## src/rtl/cv32e40p_instr_obi_arbiter.sv

```systemverilog
// ============================================================================
// Module   : cv32e40p_instr_obi_arbiter
// Purpose  : Shares one instruction-side OBI port between two fetch masters
//            (m0 = prefetch buffer, m1 = secondary fetcher). The selection
//            stays on a waited request until it is granted. An ID FIFO of
//            outstanding transactions steers each response back to the
//            master that issued it.
// Ports    : clk, rst (synchronous, active high)
//            m0_*/m1_* : req/addr in; gnt/rvalid/rdata/err out
//            obi_*     : shared bus req/addr out; gnt/rvalid/rdata/err in
//            outstanding_o, busy_o, protocol_err_o (sticky) status
// Config   : CV32E40P_INSTR_ARB_RR_EN defined   -> round-robin arbitration
//            CV32E40P_INSTR_ARB_RR_EN undefined -> fixed priority, m0 wins
// Revision : 1.0  initial release
// ============================================================================
`default_nettype none

module cv32e40p_instr_obi_arbiter #(
  parameter int MAX_OUTSTANDING = 2
) (
  input  logic                               clk,
  input  logic                               rst,
  input  logic                               m0_req_i,
  input  logic [31:0]                        m0_addr_i,
  output logic                               m0_gnt_o,
  output logic                               m0_rvalid_o,
  output logic [31:0]                        m0_rdata_o,
  output logic                               m0_err_o,
  input  logic                               m1_req_i,
  input  logic [31:0]                        m1_addr_i,
  output logic                               m1_gnt_o,
  output logic                               m1_rvalid_o,
  output logic [31:0]                        m1_rdata_o,
  output logic                               m1_err_o,
  output logic                               obi_req_o,
  output logic [31:0]                        obi_addr_o,
  input  logic                               obi_gnt_i,
  input  logic                               obi_rvalid_i,
  input  logic [31:0]                        obi_rdata_i,
  input  logic                               obi_err_i,
  output logic [$clog2(MAX_OUTSTANDING):0]   outstanding_o,
  output logic                               busy_o,
  output logic                               protocol_err_o
);

  localparam int CNT_W = $clog2(MAX_OUTSTANDING) + 1;
  localparam int PTR_W = (MAX_OUTSTANDING > 1) ? $clog2(MAX_OUTSTANDING) : 1;

  typedef enum logic [0:0] {
    ST_ARB  = 1'b0,
    ST_LOCK = 1'b1
  } state_t;

  state_t              state;
  logic                lock_id;
  logic                sel;
  logic                sel_req;
  logic                not_full;
  logic                push;
  logic                pop;
  logic                head_id;
  logic [CNT_W-1:0]    count;
  logic [PTR_W-1:0]    wptr;
  logic [PTR_W-1:0]    rptr;
  logic                id_fifo [MAX_OUTSTANDING];

`ifdef CV32E40P_INSTR_ARB_RR_EN
  logic                prio_m1;
`endif

  // Winner selection: a held (waited) request always keeps the bus.
  always_comb begin
    sel = 1'b0;
    if (state == ST_LOCK) begin
      sel = lock_id;
    end else begin
`ifdef CV32E40P_INSTR_ARB_RR_EN
      if (prio_m1) sel = m1_req_i || !m0_req_i;
      else         sel = !m0_req_i && m1_req_i;
`else
      sel = !m0_req_i && m1_req_i;
`endif
    end
  end

  assign sel_req    = sel ? m1_req_i : m0_req_i;
  // Registered count only: a same-cycle pop never frees a slot for this request.
  assign not_full   = (count < CNT_W'(MAX_OUTSTANDING));
  assign obi_req_o  = sel_req && not_full;
  assign obi_addr_o = sel ? m1_addr_i : m0_addr_i;

  assign m0_gnt_o   = obi_req_o && obi_gnt_i && !sel;
  assign m1_gnt_o   = obi_req_o && obi_gnt_i &&  sel;

  assign push       = obi_req_o && obi_gnt_i;
  // Responses arriving with nothing outstanding are dropped.
  assign pop        = obi_rvalid_i && (count != '0);
  assign head_id    = id_fifo[rptr];

  assign m0_rvalid_o = pop && !head_id;
  assign m1_rvalid_o = pop &&  head_id;
  assign m0_rdata_o  = obi_rdata_i;
  assign m1_rdata_o  = obi_rdata_i;
  assign m0_err_o    = obi_err_i;
  assign m1_err_o    = obi_err_i;

  assign outstanding_o = count;
  assign busy_o        = (count != '0) || obi_req_o;

  // ID storage needs no reset: only entries between the pointers are read.
  always_ff @(posedge clk) begin
    if (push) id_fifo[wptr] <= sel;
  end

  always_ff @(posedge clk) begin
    if (rst) begin
      state          <= ST_ARB;
      lock_id        <= 1'b0;
      count          <= '0;
      wptr           <= '0;
      rptr           <= '0;
      protocol_err_o <= 1'b0;
    end else begin
      case (state)
        ST_ARB: begin
          if (obi_req_o && !obi_gnt_i) begin
            state   <= ST_LOCK;
            lock_id <= sel;
          end
        end
        ST_LOCK: begin
          if (obi_gnt_i) state <= ST_ARB;
        end
        default: state <= ST_ARB;
      endcase

      if (push) wptr <= (wptr == PTR_W'(MAX_OUTSTANDING - 1)) ? '0 : wptr + 1'b1;
      if (pop)  rptr <= (rptr == PTR_W'(MAX_OUTSTANDING - 1)) ? '0 : rptr + 1'b1;

      if (push && !pop)      count <= count + 1'b1;
      else if (pop && !push) count <= count - 1'b1;

      if (obi_rvalid_i && (count == '0)) protocol_err_o <= 1'b1;
    end
  end

`ifdef CV32E40P_INSTR_ARB_RR_EN
  // After serving one master, the other gets priority on the next arbitration.
  always_ff @(posedge clk) begin
    if (rst)       prio_m1 <= 1'b0;
    else if (push) prio_m1 <= !sel;
  end
`endif

endmodule

`default_nettype wire
```

## config.mk

```make
export PLATFORM = sky130hd
export DESIGN_NAME = cv32e40p_instr_obi_arbiter
export DESIGN_NICKNAME = d
export VERILOG_FILES = /design/src/rtl/cv32e40p_instr_obi_arbiter.sv
export SDC_FILE = /design/constraint.sdc
export NUM_CORES = 1
export LEC_CHECK = 0
export CORE_AREA = 2 2 81 83
export CTS_BUF_LIST = sky130_fd_sc_hd__clkbuf_2
export CTS_CLUSTER_SIZE = 8
export DETAILED_ROUTE_END_ITERATION = 12
export DIE_AREA = 0 0 83 85
export PLACE_DENSITY_LB_ADDON = 0.12
export SYNTH_ARGS = -nofsm -noshare
export SYNTH_HDL_FRONTEND = slang
export SYNTH_SLANG_ARGS = --single-unit
```

## constraint.sdc

```tcl
create_clock -name clk -period 2.3 [get_ports clk]
set_clock_uncertainty 0.05 [all_clocks]
set_input_delay 0.23 -clock clk [delete_from_list [all_inputs] [get_ports clk]]
set_output_delay 0.23 -clock clk [all_outputs]
set_load 0.05 [all_outputs]
```

==> qor.csv <==
stage,metric,value,unit
outcome,status,"finished, final reports clean",
routing,dr_total_vias,1171,
routing,drcViolationCount,0,
sta,final.min_clock_period,2160,ps
clocking,cts_setup_buffers,0,
synthesis,netlist_instances,155,
clocking,htree_levels,1,
synthesis,synth_fp_nets,259,
placement,numPortBuffers,110,
finish,finalNonFillerCells,278,
sta,slew_headroom,59.3,%
synthesis,syn-cell-area,1380,sq um
sta,hold_ws,410,ps
global_routing,grt_pass1_wl,7050,um
floorplanning,fp.dieH,85,um
setup_path,crit_fanout,34,
global_routing,first_global_vias,1278,
routing,ant_nets,0,
finish,diodes,0,
power_and_ir_drop,finalPower,1420,uW
placement,dp_cells,274,
clocking,post_cts_resized,0,
setup_path,reg2reg_from,state,
clocking,numCtsBuffers,3,
synthesis,syn_area_per_cell,8.87,sq um
setup_path,required,2020,ps
global_routing,grt.total_usage,12.8,%
run,cap_violations,0,
synthesis,netlist_top_cells_count,"buf_4, mux2_2, nor2_1",
synthesis,synth_edf_count,2,
setup_path,cpLargestDelayFamily,buffers and inverters,
setup_path,start_kind,input port,
sta,fin_crit_sh,93.9,%
setup_path,r2r_slack,310,ps
global_routing,grt_max_degree,35,
setup_path,cpMaxStageDelayCell,clkdlybuf4s50_1,
finish,drive_gt1_share,40.3,%
setup_path,path_cells,clkdlybuf4s50_1 > nor2_1 > a22oi_2 > buf_12 > mux2_2 > buf_4,
synthesis,async_flop_share,0,%
clocking,clock-sinks,10,
sta,max_slew.worst_pin.slew,604,ps
placement,dp_slack,-4.61,ps
synthesis,synth_area_leaders,"buf_4, mux2_2, dfxtp_1",
setup_path,slowest_delay,560,ps
synthesis,synth_cell_types,26,
global_routing,grt_overflow,0,
setup_path,crit_start,m0_req_i,
setup_path,cp_data_arrival_time,1880,ps
synthesis,synth_seq_cells,10,
setup_path,path_class,input port to output port,
routing,drtIter0Drc,15,
finish,final_area,2030,sq um
clocking,postCtsHoldBufs,0,
routing,first_pass_iters,4,
synthesis,synth_most_common_cell,buf_4,
sta,clock.fmax,463,MHz
hold_path,hold_start,obi_rdata_i[27],
clocking,cts_buffer_depth,2,
floorplanning,coreArea,6200,sq um
synthesis,synth_top_area_share,36.0,%
finish,area_growth,47.6,%
floorplanning,ioPinCount,210,
power_and_ir_drop,p_per_area,698,nW/um^2
synthesis,yosys.area.top_type,buf_4,
finish,nets,306,
hold_path,hold_path_class,input port to output port,
floorplanning,die_w,83,um
placement,gp_congestion,0.773,
clocking,clock_latency,250,ps
synthesis,ys_seq_area_share,16.0,%
routing,wl_per_cell,17.2,um
sta,layout_setup_ws,141,ps
synthesis,synthFlopType,dfxtp_1,
placement,dpl.hpwl,4170,um
power_and_ir_drop,p_leak,0.000836,uW
routing,via_per_inst,4.21,
power_and_ir_drop,max-vdd-ir-drop,487,uV
routing,wl,4790,um
placement,place_area,2010,sq um
setup_path,critPathCaptureType,output port,
synthesis,ys_warn_count,0,
clocking,cts-root-buf,clkbuf_2,
sta,maxSlewViolCount,0,
floorplanning,floorplan.initialDensity,22.2,%
setup_path,critPathBufInv,3,
sta,rsz0062_at_grt,no,
floorplanning,die_area,7060,sq um
global_routing,antenna_found_initial,0,
sta,finalHoldViolations,0,
clocking,cts_tree,built,
sta,setup_viol_count_final,0,
floorplanning,rows,29,
[state kept, by name, summed over array words and instances (netlist names), named ones only]
register,count
id_fifo,2
wptr,1
state,1
outstanding_o,2
lock_id,1
protocol_err_o,1
rptr,1
[power breakdown]
group	switching, uW	internal [uW]	total, uW
combinational	600	434	1030
clock	61.3	46.2	107
sequential	49.1	225	274
total	710	706	1420
[worst paths after layout]
check / end / cells past startpoint
min: m0_rdata_o[27] / 0
max: obi_addr_o[0] / 6
min reg2reg: protocol_err_o / 2
max reg2reg: outstanding_o[1] / 6
[layout by cell type, fill, tap and decap left out, types with 2 or more instances in the layout]
cell / count
a21oi_1: 4
buf_12: 4
buf_4: 36
clkbuf_2: 4
clkdlybuf4s50_1: 72
dfxtp_1: 8
edfxtp_1: 2
inv_1: 3
mux2_2: 32
nor2_1: 14
nor3_1: 3
o21ai_0: 2
xor2_1: 3
[cell families after synthesis]
group           count (synthesis)  synth area share, %
compound gates                 11                 5.82
fa+ha+maj                       1                0.910
xor+xnor                        3                 1.91
simple gates                   22                 7.46
flops                          10                 16.0
mux                            34                 28.0
buf+inv                        74                 39.9
[cell type report]
cell class | instances | area [sq um]
sequential | 10 | 220
timing repair buffer | 112 | 1070
tap | 77 | 96.3
fill | 651 | 4180
inverter | 4 | 15.0
multi-input combinational | 71 | 607
clock buffer | 4 | 20.0
[routing by layer]
layer	part of all wire, %	up-vias	wire length (um)	GRT usage, %
met5	0	-	0	0
met4	1.1	0	55	3.28
met3	8.6	6	411	3.50
met2	47	108	2260	20.5
met1	43	512	2060	17.0
li1	-	545	-	-
[stage by stage]
| stage | util (%) | setup TNS (ps) |
|---|---|---|
| floorplan | - | 0 |
| global placement | 32.4 | 0 |
| detailed placement | 32.4 | -4.61 |
| CTS | 32.7 | 0 |
| global route | 32.7 | 0 |
| finish | 32.7 | 0 |
No activity file was read; power rests on OpenSTA's default activity.
